==> src/rtl/div_ctrl_pkg.sv <==
`default_nettype none
// ============================================================================
// Module      : div_ctrl_pkg
// Description : Shared types and helpers for the clock-divider controller.
//               - state_t     : controller state encoding (IDLE/RUN/STOP)
//               - DIV_MIN     : smallest legal divide ratio
//               - high_start  : period position where the high phase begins
// Revision    : 1.0 - initial release
// ============================================================================
package div_ctrl_pkg;

    typedef enum logic [1:0] {
        IDLE = 2'd0,
        RUN  = 2'd1,
        STOP = 2'd2
    } state_t;

    localparam int unsigned DIV_MIN = 2;

    // Low phase occupies positions 0..floor(N/2)-1, so the high phase
    // (and the tick) starts at floor(N/2).
    function automatic int unsigned high_start(input int unsigned n);
        return n >> 1;
    endfunction

endpackage
`default_nettype wire

==> src/rtl/div_core.sv <==
`default_nettype none
// ============================================================================
// Module      : div_core
// Description : Period counter and phase compare for the clock divider.
//               Holds the ratio in effect and produces the registered divided
//               clock and tick for the cycle that follows each edge.
// Ports       : clk_i     - system clock
//               rst_ni    - asynchronous active-low reset
//               run       - core is active in the next cycle
//               load_div  - take 'div' as the ratio from the next cycle on
//               div       - ratio to load
//               clk       - divided clock (registered)
//               tick      - pulse at the first high cycle of each period
//               boundary  - current cycle is the last position of a period
//               cur_div   - ratio currently in effect
// Revision    : 1.0 - initial release
// ============================================================================
module div_core
    import div_ctrl_pkg::*;
#(
    parameter int unsigned W           = 8,
    parameter int unsigned DEFAULT_DIV = 3
) (
    input  logic         clk_i,
    input  logic         rst_ni,
    input  logic         run,
    input  logic         load_div,
    input  logic [W-1:0] div,
    output logic         clk,
    output logic         tick,
    output logic         boundary,
    output logic [W-1:0] cur_div
);

    logic         r_active;
    logic [W-1:0] r_cnt;
    logic [W-1:0] r_div;
    logic         r_clk;
    logic         r_tick;

    logic [W-1:0] w_div_nxt;
    logic [W-1:0] w_cnt_nxt;
    logic [W-1:0] w_high_start;
    logic         w_boundary;

    // The controller only loads a new ratio while idle or exactly at a
    // period boundary, so the counter restarts at 0 whenever the ratio
    // changes and can never sit above N-1.
    assign w_div_nxt    = load_div ? div : r_div;
    assign w_boundary   = r_active && (r_cnt == (r_div - W'(1)));
    assign w_high_start = W'(high_start(32'(w_div_nxt)));

    always_comb begin
        w_cnt_nxt = '0;
        if (run && r_active && !w_boundary) begin
            w_cnt_nxt = r_cnt + W'(1);
        end
    end

    always_ff @(posedge clk_i or negedge rst_ni) begin
        if (!rst_ni) begin
            r_active <= 1'b0;
            r_cnt    <= '0;
            r_div    <= W'(DEFAULT_DIV);
            r_clk    <= 1'b0;
            r_tick   <= 1'b0;
        end else begin
            r_active <= run;
            r_cnt    <= w_cnt_nxt;
            r_div    <= w_div_nxt;
            // Outputs are computed for the position the counter enters.
            r_clk    <= run && (w_cnt_nxt >= w_high_start);
            r_tick   <= run && (w_cnt_nxt == w_high_start);
        end
    end

    assign clk      = r_clk;
    assign tick     = r_tick;
    assign boundary = w_boundary;
    assign cur_div  = r_div;

endmodule
`default_nettype wire

==> src/rtl/div_ctrl.sv <==
`default_nettype none
// ============================================================================
// Module      : div_ctrl
// Description : Runtime-programmable clock-divider controller. Sequences
//               start/stop and ratio changes so the divided clock never
//               carries a truncated or glitched phase.
// Ports       : clk_i        - system clock
//               rst_ni       - asynchronous active-low reset
//               en_i         - run request (level)
//               cfg_valid_i  - new ratio offered
//               cfg_div_i    - offered ratio N
//               cfg_ready_o  - a ratio can be accepted this cycle
//               cfg_err_o    - pulse: accepted ratio was illegal, discarded
//               clk_o        - divided clock (registered)
//               tick_o       - pulse in the first high cycle of each period
//               busy_o       - controller is not idle
//               cur_div_o    - ratio currently in effect
// Revision    : 1.0 - initial release
// ============================================================================
module div_ctrl
    import div_ctrl_pkg::*;
#(
    parameter int unsigned W           = 8,
    parameter int unsigned DEFAULT_DIV = 3
) (
    input  logic         clk_i,
    input  logic         rst_ni,
    input  logic         en_i,
    input  logic         cfg_valid_i,
    input  logic [W-1:0] cfg_div_i,
    output logic         cfg_ready_o,
    output logic         cfg_err_o,
    output logic         clk_o,
    output logic         tick_o,
    output logic         busy_o,
    output logic [W-1:0] cur_div_o
);

    state_t       r_state;
    state_t       w_state_nxt;
    logic         r_pend_vld;
    logic [W-1:0] r_pend_div;
    logic         r_err;

    logic         w_ready;
    logic         w_xfer;
    logic         w_legal;
    logic         w_boundary;
    logic         w_apply;
    logic         w_load_div;
    logic [W-1:0] w_div;
    logic         w_run;

    // One ratio may be in flight while running; while stopping the
    // controller takes nothing so the wind-down period stays predictable.
    assign w_ready = (r_state == IDLE) || ((r_state == RUN) && !r_pend_vld);
    assign w_xfer  = cfg_valid_i && w_ready;
    assign w_legal = (cfg_div_i >= W'(DIV_MIN));

    always_comb begin
        w_state_nxt = r_state;
        w_apply     = 1'b0;
        w_load_div  = 1'b0;
        w_div       = r_pend_div;
        case (r_state)
            IDLE: begin
                // No period in progress: a legal ratio takes effect at once,
                // including for a period started by the same edge.
                w_div      = cfg_div_i;
                w_load_div = w_xfer && w_legal;
                if (en_i) begin
                    w_state_nxt = RUN;
                end
            end
            RUN: begin
                w_apply    = w_boundary && r_pend_vld;
                w_load_div = w_apply;
                if (!en_i) begin
                    w_state_nxt = STOP;
                end
            end
            STOP: begin
                w_apply    = w_boundary && r_pend_vld;
                w_load_div = w_apply;
                if (en_i) begin
                    w_state_nxt = RUN;
                end else if (w_boundary) begin
                    w_state_nxt = IDLE;
                end
            end
            default: begin
                w_state_nxt = IDLE;
            end
        endcase
    end

    assign w_run = (w_state_nxt != IDLE);

    always_ff @(posedge clk_i or negedge rst_ni) begin
        if (!rst_ni) begin
            r_state    <= IDLE;
            r_pend_vld <= 1'b0;
            r_pend_div <= '0;
            r_err      <= 1'b0;
        end else begin
            r_state <= w_state_nxt;
            r_err   <= w_xfer && !w_legal;
            // Apply and load are exclusive: loading needs an empty pending
            // slot, applying needs a full one.
            if (w_apply) begin
                r_pend_vld <= 1'b0;
            end else if ((r_state == RUN) && w_xfer && w_legal) begin
                r_pend_vld <= 1'b1;
                r_pend_div <= cfg_div_i;
            end
        end
    end

    div_core #(
        .W           (W),
        .DEFAULT_DIV (DEFAULT_DIV)
    ) u_core (
        .clk_i    (clk_i),
        .rst_ni   (rst_ni),
        .run      (w_run),
        .load_div (w_load_div),
        .div      (w_div),
        .clk      (clk_o),
        .tick     (tick_o),
        .boundary (w_boundary),
        .cur_div  (cur_div_o)
    );

    assign cfg_ready_o = w_ready;
    assign cfg_err_o   = r_err;
    assign busy_o      = (r_state != IDLE);

endmodule
`default_nettype wire
==> config.mk <==
export PLATFORM = sky130hd
export DESIGN_NAME = div_ctrl
export DESIGN_NICKNAME = d
export VERILOG_FILES = /design/src/rtl/div_ctrl_pkg.sv /design/src/rtl/div_core.sv /design/src/rtl/div_ctrl.sv
export SDC_FILE = /design/constraint.sdc
export NUM_CORES = 1
export LEC_CHECK = 0
export ABC_AREA = 1
export CAP_MARGIN = 5
export CORE_ASPECT_RATIO = 0.8
export CORE_UTILIZATION = 60
export CTS_CLUSTER_SIZE = 8
export DETAILED_ROUTE_END_ITERATION = 8
export PLACE_DENSITY_LB_ADDON = 0.25
export SLEW_MARGIN = 20
export SYNTH_ARGS = -nofsm -noshare
export SYNTH_HDL_FRONTEND = slang
export SYNTH_HIERARCHICAL = 1
export SYNTH_SLANG_ARGS = --single-unit
==> constraint.sdc <==
create_clock -name clk_i -period 10.3 [get_ports clk_i]
set_input_delay 3.09 -clock clk_i [delete_from_list [all_inputs] [get_ports clk_i]]
set_output_delay 3.09 -clock clk_i [all_outputs]
set_load 0.01 [all_outputs]
==> impl_metrics.json <==
{
  "rsz0062_at_grt": "false",
  "grt_max_degree": 32,
  "maxSlewViolCount": 0,
  "die_width_um": 67.3,
  "grt.overflow.total": 0,
  "finalHoldViolCount": 0,
  "max_freq_ghz": 0.170,
  "io_pins": 25,
  "clock_latency_ns": 0.28,
  "cts_buffers": 5,
  "synth.cell_area_sq_mm": 0.00205,
  "cts_resized": 0,
  "cp_max_fo": 16,
  "area_growth_syn_to_layout_pct": 19.2,
  "cts_tree": "done",
  "cts_sinks": 31,
  "num_vias": 1834,
  "first_pass_iters": 4,
  "rows": 18,
  "postCtsHoldBufs": 0,
  "diodes": 0,
  "drt_iter0_drc": 129,
  "syn_area_per_cell_sq_um": 7.45,
  "synth_fp_nets": 300,
  "worstSetupPathType": "in2reg",
  "setup_violations": 0,
  "grt_pass1_vias": 1638,
  "finalWeightedCongestion": 0.925,
  "leakage_nw": 1.24,
  "p_per_area_mw_per_mm2": 266,
  "setup_tns_ns": 0,
  "place_inst": 338,
  "pre_cts_slack_ns": 4.17,
  "postCtsSetupBuffers": 0,
  "antenna_found_initial": 0,
  "start_util": 0.645,
  "end_kind": "flip-flop",
  "ys.warnings.count": 6,
  "fp.dieArea_sq_mm": 0.00366,
  "synthArstFlopShare": 1.00,
  "max_slew_margin": 0.317,
  "power.total_uw": 650,
  "core_area_sq_mm": 0.00318,
  "syn_inst": 275,
  "drc": 0,
  "drt.antenna.violating_nets": 0,
  "portBuffers": 24,
  "timing.hold.worst.class": "reg2reg",
  "final.min_clock_period_ns": 5.88,
  "grtUsageTotal": 0.272,
  "layout-drive-gt1-share": 0.121,
  "die_h_um": 54.3,
  "fin_crit_sh": 0.571,
  "grt_pass1_wl_um": 7140,
  "nNetsFinal": 330,
  "synth_edf_count": 0,
  "wl_per_cell_um": 12.6,
  "seq_area_frac_synth": 0.380,
  "finClkSkew_ns": 0.00508,
  "ys.flop_type": "dfrtp_1",
  "synth-seq-cells": 31,
  "status": "complete, no violations",
  "drt-total-wl_um": 4360,
  "root_buffer": "clkbuf_8",
  "cts.clk_slew.worst_paths_ns": 0.07,
  "peakVddDrop_v": 0.000178,
  "crit_path_start_kind": "input port",
  "vias_per_cell": 5.30,
  "setup_ws_ns": 4.42,
  "critical_path_arrival_ns": 6.06,
  "clk_path_buf_depth": 2,
  "htree_num_levels": 2,
  "worstMarginPinSlew_ns": 1.02,
  "cp_data_required_time_ns": 10.48,
  "synth_cell_types": 32,
  "dp_hpwl_um": 3410,
  "final_util": 0.769,
  "layout.cells.non_filler": 346,
  "maxCapViolations": 0
}
[flip-flops by register name, summed over array words and instances (netlist names)]
signal	count
r_pend_div	8
u_core/cur_div	8
u_core/r_active	1
r_pend_vld	1
u_core/tick	1
u_core/r_cnt	8
r_state	2
u_core/clk	1
cfg_err_o	1
[per-layer routing]
layer  vias to the layer above  GRT usage  part of all wire
li1                        926          -                 -
met1                       859      0.389              0.51
met2                        45      0.415              0.44
met3                         4     0.0625             0.043
met4                         0     0.0780            0.0069
met5                         -          0                 0
[power by group]
part | internal, mW | switching, mW | total, mW
registers | 0.164 | 0.0430 | 0.207
clock network | 0.0607 | 0.0464 | 0.107
logic | 0.134 | 0.202 | 0.336
[cell usage in the layout (no fill, tap or decap), types with 2 or more instances in the layout]
cell / n
a21oi_1: 7
clkbuf_8: 7
clkdlybuf4s50_1: 24
dfrtp_1: 29
dfstp_2: 2
ha_1: 13
inv_1: 40
inv_2: 5
nand2_1: 80
nand2_2: 3
nand2_4: 2
nand3_1: 20
nand3_2: 3
nand4_1: 2
nor2_1: 20
nor2_2: 4
nor3_2: 2
nor3b_2: 3
o21ai_0: 19
o21ai_1: 2
or2_0: 2
xnor2_1: 2
xor2_1: 4
[path summary, 6_finish.rpt]
check / from / depth (start not counted) / slack, ns / to
setup / recovery: cfg_div_i[6] / 15 / 4.42 / u_core/clk$_DFF_PN0_
hold / removal: r_pend_div[1]$_DFFE_PN0P_ / 2 / 0.48 / r_pend_div[1]$_DFFE_PN0P_
setup reg to reg: u_core/cur_div[0]$_DFFE_PN1P_ / 19 / 6.29 / u_core/clk$_DFF_PN0_
hold reg to reg: r_pend_div[1]$_DFFE_PN0P_ / 2 / 0.48 / r_pend_div[1]$_DFFE_PN0P_
max in group asynchronous: rst_ni / 2 / 6.78 / u_core/cur_div[0]$_DFFE_PN1P_
min in group asynchronous: rst_ni / 2 / 3.20 / r_pend_div[3]$_DFFE_PN0P_
[through the flow]
stage / hold WS, ns / area (sq um)
2_1_floorplan: 0.442 / 2050
4_1_cts: 0.475 / 2440
3_5_place_dp: 0.458 / 2340
6_report: 0.478 / 2440
3_3_place_gp: 0.456 / 2340
5_1_grt: 0.508 / 2440
[synthesized netlist by cell type (3+ instances only)]
cell type | n | area share
nand3_2 | 3 | 0.015
o21ai_0 | 19 | 0.046
nor3b_2 | 3 | 0.018
xor2_1 | 4 | 0.017
nand3_1 | 20 | 0.049
nor2_1 | 20 | 0.037
inv_2 | 5 | 0.0092
ha_1 | 13 | 0.079
nor2_2 | 4 | 0.012
inv_1 | 40 | 0.073
a21oi_1 | 7 | 0.017
nand2_2 | 3 | 0.0092
dfrtp_1 | 29 | 0.35
nand2_1 | 80 | 0.15
[kinds of logic (layout without fill, tap and decap cells)]
| group | after synthesis | count (layout) | share of synthesized area |
|---|---|---|---|
| adder cells (fa/ha/maj) | 13 | 13 | 0.0794 |
| AO/OA/AOI/OAI | 32 | 32 | 0.0861 |
| flip-flops | 31 | 31 | 0.380 |
| buffers and inverters | 48 | 79 | 0.0885 |
| AND/OR/NAND/NOR | 145 | 145 | 0.341 |
| XOR/XNOR | 6 | 6 | 0.0256 |
[final cells by class]
class	count	area (sq um)
clock inverter	1	7.51
fill	228	733
multi-input combinational	196	1090
inverter	46	173
timing repair buffer	25	248
sequential	31	778
tap	40	50.0
clock buffer	7	96.3
[worst max-delay path: stages]
cell and delay (ns):
clkdlybuf4s50_1 0.50, inv_1 0.06, nand2_1 0.08, nor2_1 0.05, nand2_1 0.13, nand3_1 0.09
a21oi_1 0.79, o21ai_0 0.31, ha_1 0.38, a21oi_1 0.15, o21ai_0 0.10, nor2_1 0.13
o211ai_2 0.08, nand2_1 0.06, inv_1 0.04
(Power assumes the default switching activity.)
